===== config.mk =====
export PLATFORM = sky130hd
export DESIGN_NAME = bip_control_unit
export DESIGN_NICKNAME = d
export VERILOG_FILES = /design/src/rtl/bip_control_unit.sv
export SDC_FILE = /design/constraint.sdc
export NUM_CORES = 1
export LEC_CHECK = 0
export ABC_AREA = 1
export BUFFER_PORTS_ARGS = -buffer_cell sky130_fd_sc_hd__buf_2
export CORE_AREA = 2 2 66 68
export CTS_CLUSTER_DIAMETER = 100
export CTS_CLUSTER_SIZE = 10
export DETAILED_ROUTE_END_ITERATION = 8
export DIE_AREA = 0 0 68 70
export PLACE_DENSITY_LB_ADDON = 0.08
export SLEW_MARGIN = 20
export SYNTH_ARGS = -nofsm -noshare
export SYNTH_HDL_FRONTEND = slang
export SYNTH_SLANG_ARGS = --single-unit

===== constraint.sdc =====
create_clock -name clk -period 1.2 [get_ports clk]
set_input_delay 0.06 -clock clk [delete_from_list [all_inputs] [get_ports clk]]
set_output_delay 0.06 -clock clk [all_outputs]
set_load 0.01 [all_outputs]

===== src/rtl/bip_control_unit.sv =====
// Multi-cycle BIP control unit: instruction handshake, EXEC/MEM sequencing with a RAM
// timeout, sticky halt/illegal/bus-error flags. Define BIP_BRANCH_EN to enable BEQZ and JMP.
module bip_control_unit #(
  parameter int OPCODE_W    = 5,
  parameter int ALU_OP_W    = 3,
  parameter int MEM_TIMEOUT = 16
) (
  input  logic                clk,
  input  logic                rst_n,
  input  logic                instr_valid,
  output logic                instr_ready,
  input  logic [OPCODE_W-1:0] opcode,
  input  logic                mem_rdy,
  input  logic                acc_zero,
  output logic                wr_pc,
  output logic                sel_pc,
  output logic [1:0]          sel_a,
  output logic                sel_b,
  output logic                wr_acc,
  output logic [ALU_OP_W-1:0] alu_op,
  output logic                wr_ram,
  output logic                rd_ram,
  output logic                halted,
  output logic                illegal,
  output logic                bus_err
);

  localparam int CNT_W = $clog2(MEM_TIMEOUT + 1);

  localparam logic [ALU_OP_W-1:0] ALU_SUB = ALU_OP_W'(0);
  localparam logic [ALU_OP_W-1:0] ALU_ADD = ALU_OP_W'(1);
  localparam logic [ALU_OP_W-1:0] ALU_AND = ALU_OP_W'(2);
  localparam logic [ALU_OP_W-1:0] ALU_OR  = ALU_OP_W'(3);
  localparam logic [ALU_OP_W-1:0] ALU_XOR = ALU_OP_W'(4);

  typedef enum logic [1:0] {S_IDLE, S_EXEC, S_MEM, S_HALT} state_t;
  typedef enum logic [2:0] {K_HLT, K_MEM, K_IMM, K_JMP, K_BEQZ, K_ILL} kind_t;

  typedef struct packed {
    kind_t               kind;
    logic                is_sto;
    logic                is_ld;
    logic                is_ldi;
    logic [ALU_OP_W-1:0] alu;
  } dec_t;

  state_t           state, next_state;
  logic [OPCODE_W-1:0] ir;
  logic [CNT_W-1:0] tmo_cnt;
  logic             accept;
  logic             mem_timeout;
  dec_t             dec_in, dec_ir;

  // Opcodes with any bit set above [4:0] fall through to K_ILL.
  function automatic dec_t decode(input logic [OPCODE_W-1:0] op);
    dec_t d;
    d.kind   = K_ILL;
    d.is_sto = 1'b0;
    d.is_ld  = 1'b0;
    d.is_ldi = 1'b0;
    d.alu    = ALU_SUB;
    if ((op >> 5) == '0) begin
      case (op[4:0])
        5'd0:  d.kind = K_HLT;
        5'd1:  begin d.kind = K_MEM; d.is_sto = 1'b1; end
        5'd2:  begin d.kind = K_MEM; d.is_ld  = 1'b1; end
        5'd3:  begin d.kind = K_IMM; d.is_ldi = 1'b1; end
        5'd4:  begin d.kind = K_MEM; d.alu = ALU_ADD; end
        5'd5:  begin d.kind = K_IMM; d.alu = ALU_ADD; end
        5'd6:  begin d.kind = K_MEM; d.alu = ALU_SUB; end
        5'd7:  begin d.kind = K_IMM; d.alu = ALU_SUB; end
        5'd8:  begin d.kind = K_MEM; d.alu = ALU_AND; end
        5'd9:  begin d.kind = K_IMM; d.alu = ALU_AND; end
        5'd10: begin d.kind = K_MEM; d.alu = ALU_OR;  end
        5'd11: begin d.kind = K_IMM; d.alu = ALU_OR;  end
        5'd12: begin d.kind = K_MEM; d.alu = ALU_XOR; end
        5'd13: begin d.kind = K_IMM; d.alu = ALU_XOR; end
`ifdef BIP_BRANCH_EN
        5'd14: d.kind = K_BEQZ;
        5'd15: d.kind = K_JMP;
`endif
        default: d.kind = K_ILL;
      endcase
    end
    return d;
  endfunction

  assign dec_in = decode(opcode);
  assign dec_ir = decode(ir);
  assign accept = (state == S_IDLE) && instr_valid;

  always_ff @(posedge clk or negedge rst_n) begin
    if (!rst_n) begin
      state   <= S_IDLE;
      ir      <= '0;
      tmo_cnt <= '0;
      illegal <= 1'b0;
      bus_err <= 1'b0;
    end else begin
      state <= next_state;
      if (accept) begin
        ir <= opcode;
        if (dec_in.kind == K_ILL) illegal <= 1'b1;
      end
      if (state == S_MEM && !mem_rdy) tmo_cnt <= tmo_cnt + 1'b1;
      else                            tmo_cnt <= '0;
      if (mem_timeout) bus_err <= 1'b1;
    end
  end

  // Strobes are decoded from IR; MEM completion strobes follow mem_rdy combinationally.
  always_comb begin
    next_state  = state;
    instr_ready = 1'b0;
    wr_pc       = 1'b0;
    sel_pc      = 1'b0;
    sel_a       = 2'b11;
    sel_b       = 1'b0;
    wr_acc      = 1'b0;
    alu_op      = '0;
    wr_ram      = 1'b0;
    rd_ram      = 1'b0;
    halted      = 1'b0;
    mem_timeout = 1'b0;
    case (state)
      S_IDLE: begin
        instr_ready = 1'b1;
        if (instr_valid) begin
          case (dec_in.kind)
            K_HLT:   next_state = S_HALT;
            K_MEM:   next_state = S_MEM;
            default: next_state = S_EXEC;
          endcase
        end
      end
      S_EXEC: begin
        next_state = S_IDLE;
        wr_pc      = 1'b1;
        case (dec_ir.kind)
          K_IMM: begin
            wr_acc = 1'b1;
            sel_b  = 1'b1;
            sel_a  = dec_ir.is_ldi ? 2'b01 : 2'b10;
            alu_op = dec_ir.alu;
          end
`ifdef BIP_BRANCH_EN
          K_JMP:  sel_pc = 1'b1;
          K_BEQZ: sel_pc = acc_zero;
`endif
          default: ;
        endcase
      end
      S_MEM: begin
        alu_op = dec_ir.alu;
        if (dec_ir.is_sto) begin
          wr_ram = 1'b1;
        end else begin
          rd_ram = 1'b1;
          sel_a  = dec_ir.is_ld ? 2'b00 : 2'b10;
        end
        // A ready arriving on the last allowed cycle still completes normally.
        if (mem_rdy) begin
          wr_pc      = 1'b1;
          wr_acc     = !dec_ir.is_sto;
          next_state = S_IDLE;
        end else if (tmo_cnt == CNT_W'(MEM_TIMEOUT - 1)) begin
          mem_timeout = 1'b1;
          next_state  = S_HALT;
        end
      end
      S_HALT: halted = 1'b1;
      default: next_state = S_IDLE;
    endcase
  end

`ifndef BIP_BRANCH_EN
  logic unused_acc_zero;
  assign unused_acc_zero = acc_zero;
`endif

endmodule

Word level (Yosys, flattened, before mapping)
Index checks and enable logic that the tools add are counted.
{"block": "totals", "regBits": 14, "word_cells": 94, "input_bits": 10}
{"block": "classes", "eq_ne": 35, "reduce_logical": 19, "add_sub_neg": 1, "mux": 34}
{"op": "5-bit by 4-bit equality test with 1-bit output (second input constant)", "n": 13}
{"op": "5-bit by 3-bit equality test with 1-bit output (second input constant)", "n": 8}
{"op": "5-bit by 2-bit equality test with 1-bit output (second input constant)", "n": 4}
{"op": "3-bit case mux with 3 select lines", "n": 2}
{"op": "1-bit 2-to-1 mux", "n": 16}
{"op": "2-bit 2-to-1 mux", "n": 7}
{"op": "7-bit OR reduction", "n": 2}
{"op": "3-bit case mux with 4 select lines", "n": 1}
{"op": "6-bit OR reduction", "n": 2}
{"op": "5-bit by 1-bit equality test with 1-bit output (second input constant)", "n": 2}
{"op": "5-bit logical NOT", "n": 2}
{"op": "2-bit case mux with 2 select lines", "n": 2}
{"op": "2-bit OR reduction", "n": 4}
{"op": "2-bit case mux with 3 select lines", "n": 1}
{"op": "3-bit case mux with 2 select lines", "n": 1}
{"op": "5-bit by 1-bit adder with 5-bit output (second input constant)", "n": 1}
{"op": "5-bit 2-to-1 mux", "n": 1}
{"op": "2-bit equality test (second input constant)", "n": 2}
{"op": "1-bit case mux with 2 select lines", "n": 2}
{"op": "3-bit by 1-bit equality test with 1-bit output (second input constant)", "n": 1}
{"op": "3-bit by 2-bit equality test with 1-bit output (second input constant)", "n": 1}
{"op": "3-bit equality test (second input constant)", "n": 1}
{"op": "3-bit logical NOT", "n": 1}
{"op": "3-bit 2-to-1 mux", "n": 1}
{"op": "other kinds (9)", "n": 11}

Logic depth before layout (Yosys ltp)
{"block": "depth", "ltp_word": 7, "mapped_depth": 10, "mapped_depth_nobuf": 10}

Least setup slack after synthesis
OpenSTA, ideal clock, no wires.
{"block": "synth_timing", "path_kind": "reg2out", "from": "reg state[0]", "to": "out alu_op[0]", "stages_incl_launch_ff": 7, "n_path_buf": 0, "path_slack_ps": -170, "t_arrival_ps": 1310, "path_cell_list": "dfrtp_1 > inv_1 > ha_1 > inv_1 > nor2_1 > o211ai_1 > a21oi_1"}
{"block": "synth_via", "elab_chain_cells": 2}
{"item": "start, declared", "line": "47", "source": "state_t state, next_state;"}
{"item": "start signal, assigned", "line": "100", "source": "state <= next_state;"}
{"item": "2-bit equality test / 2-bit by 1-bit equality test with 1-bit output (equally long branches)", "line": "125", "source": "case (state)"}
{"item": "3-bit case mux with 2 select lines (*)", "line": "125"}
{"item": "end, declared", "line": "20", "source": "output logic [ALU_OP_W-1:0] alu_op,"}
Mark *: on every way between the ends. The rest lies on a longest branch, timed or not.

Final worst setup path
{"block": "layout_timing", "from": "reg state[1]", "to": "out alu_op[0]"}
The elaborated chain is that of the path after synthesis.

==> flow_summary.json <==
{
  "status": "finished with violations",
  "violations": "negative setup slack",
  "htreeDepth": 1,
  "netSwitchingFraction": 0.215,
  "multiInputGateArea_um2": 653,
  "die_area_mm2": 0.00476,
  "grt_pass1_wl_mm": 4.37,
  "layout_setup_ws_ps": -336,
  "row_count": 24,
  "coreArea_mm2": 0.00414,
  "synth-xor-area-share": 0,
  "pwr-share-comb": 0.062,
  "avgSynthCellArea_um2": 7.19,
  "crit_type": "reg2out",
  "skew_ps": 6.61,
  "crit_slowest_cell": "dfrtp_1",
  "synth_compound_area_frac": 0.134,
  "io_buffers": 22,
  "clockPowerShare": 0.465,
  "ys_seq_elements": 14,
  "nets": 205,
  "finalMaxSlewViolations": 0,
  "drc": 0,
  "cp.arrival_ps": 1480,
  "areaGrowthSynthToFinish_pct": 62.1,
  "root_buffer": "clkbuf_8",
  "syn_area_um2": 963,
  "first_iter_violations": 26,
  "cts_buffers": 3,
  "clk_pin_slew_worst_paths_ps": 60,
  "path_delay_family": "flip-flops",
  "diodes": 0,
  "cap_viol_max_count": 0,
  "pre_cts_slack_ps": -120,
  "vias": 1020,
  "dp_hpwl_mm": 2.04,
  "async_flop_share": 1.00,
  "p_int_uw": 787,
  "cp.required_ps": 1140,
  "start_util": 0.232,
  "regArea_um2": 354,
  "worstSkewPairLatency_ps": 250,
  "synth.distinct_cells": 23,
  "antenna_found_initial": 0,
  "grt_pass1_vias": 993,
  "powerDensity_mw_per_mm2": 642,
  "cp-start-kind": "flop",
  "synthAdderAreaFrac": 0.0909,
  "num-fill-cells": 460,
  "final_common_cell": "nand2_1",
  "grt_max_degree": 15,
  "dp.cells": 230,
  "viasPerCell": 4.27,
  "drtPass1Iterations": 4,
  "layoutNonFillerInstCount": 239,
  "wl_per_cell_um": 10.7,
  "p_leak_nw": 0.703,
  "fin_total_pwr_mw": 1.00,
  "cp_cell_sequence": "inv_2, ha_4, inv_4, nor2_4, o211ai_1, a21oi_2, buf_2",
  "grt_overflow": 0,
  "final_cell_mix": "31 x nand2_1, 23 x buf_4, 21 x buf_2, 14 x inv_1, 11 x dfrtp_1",
  "hold_path_class": "in2reg",
  "synth_cells": 134,
  "die_h_um": 70,
  "worst_ir_drop_vdd_uv": 243,
  "clk_path_buf_depth": 2,
  "synth_nets": 151,
  "finalSetupViolCount": 19,
  "synth_mux_area_frac": 0,
  "max_stage_delay_ps": 390,
  "synth_top_family_by_area": "simple AND/OR/NAND/NOR gates",
  "hold_violations": 0,
  "period_share": 1.28,
  "crit_buf_inv": 3,
  "worstSetupEndpointType": "output port",
  "path_max_fanout": 4,
  "p_sw_uw": 216,
  "die_x_um": 68,
  "synth_edf_count": 0,
  "final.setup.tns_ps": -3670,
  "min_period_ps": 1540,
  "gr-usage-all-layers": 0.121,
  "ys_warn_count": 0,
  "clock-sinks": 14,
  "synth-simple-area-share": 0.314,
  "ant_nets": 0,
  "drive_above_1_share": 0.492,
  "drt_wl_total_mm": 2.55,
  "io_pins": 25,
  "cts_tree": "done",
  "rsz0062_at_grt": "true",
  "clock.fmax_mhz": 651,
  "yosysSeqAreaShare": 0.364,
  "gp_congestion": 0.784,
  "power_frac_seq": 0.473,
  "ys.flop_type": "dfrtp_1"
}
[repair_timing]
item | in CTS | in global routing
buffers inserted | 4 | 1
setup endpoints to repair | 17 | 24
gates resized for setup | 19 | 12
hold endpoints to repair | 14 | 0
pin swaps | 6 | 3
hold buffers | 1 | 0
[registers in the layout, summed over array words and instances, names as in the netlist]
| register | count |
|---|---|
| ir | 5 |
| state | 2 |
| bus_err | 1 |
| illegal | 1 |
| tmo_cnt | 5 |
[through the flow]
step | area [µm²] | hold WS [ps] | utilization
after detailed placement | 1360 | -15.9 | 0.328
final | 1560 | 61.9 | 0.377
after global placement | 1360 | -14.1 | 0.328
after floorplan | 1020 | -236 | -
after global routing | 1560 | 93.0 | 0.377
after CTS | 1520 | 68.7 | 0.366
[worst paths after layout]
check                                     start                    to  slack, ps  cells after the start
max                        state[1]$_DFFE_PN0P_             alu_op[0]       -340                      7
min                                   opcode[2]     ir[2]$_DFFE_PN0P_         60                      3
max reg2reg                state[0]$_DFFE_PN0P_  state[1]$_DFFE_PN0P_       -170                     10
min reg2reg                 illegal$_DFFE_PN0P_   illegal$_DFFE_PN0P_        470                      2
max in group asynchronous                 rst_n     ir[0]$_DFFE_PN0P_        690                      2
min in group asynchronous                 rst_n  tmo_cnt[1]$_DFF_PN0_        240                      2
[metal layers]
layer / global-route usage / routed length, µm / share of wire / vias up
met5: 0 / 0 / 0 / -
met4: 0.0400 / 21 / 0.0082 / 0
met3: 0.0258 / 137 / 0.054 / 2
met2: 0.178 / 1160 / 0.45 / 22
met1: 0.172 / 1230 / 0.48 / 460
li1: - / - / - / 536
[cell families after synthesis]
group                    Yosys count
AND/OR/NAND/NOR                   67
buffers and inverters             23
AO/OA/AOI/OAI                     22
flip-flops                        14
adder cells (fa/ha/maj)            7
other                              1
[synthesized netlist by cell type (2+ instances only)]
| cell type | n | area [µm²] |
|---|---|---|
| nand3b_1 | 3 | 22.5 |
| inv_2 | 4 | 15.0 |
| nand3_1 | 10 | 50.1 |
| nor2_1 | 11 | 41.3 |
| nand2_1 | 35 | 131 |
| nor2_2 | 2 | 12.5 |
| nand4_1 | 3 | 18.8 |
| dfrtp_1 | 14 | 350 |
| inv_1 | 18 | 67.6 |
| ha_1 | 7 | 87.6 |
| o21ai_0 | 7 | 35.0 |
| a21oi_1 | 9 | 45.0 |
[final cells by class]
| cell class | instances | area share |
|---|---|---|
| repair buffers | 50 | 0.220 |
| flip-flops and latches | 14 | 0.227 |
| multi-input cells | 97 | 0.418 |
| inverters | 22 | 0.0577 |
| well taps | 52 | 0.0417 |
| clock buffers | 4 | 0.0353 |
[worst min-delay path: stages]
cell and delay (ps):
buf_2 100, nand2_1 50, o21ai_0 60
[power groups by stage]
stage	registers, mW	logic, mW	clock network (mW)
2_1_floorplan	0.484	0.0248	0
3_3_place_gp	0.483	0.0584	0
6_report	0.475	0.0621	0.466
5_1_grt	0.474	0.0723	0.509
3_5_place_dp	0.483	0.0593	0
4_1_cts	0.474	0.0630	0.481
Power figures use the tool's default switching activity.
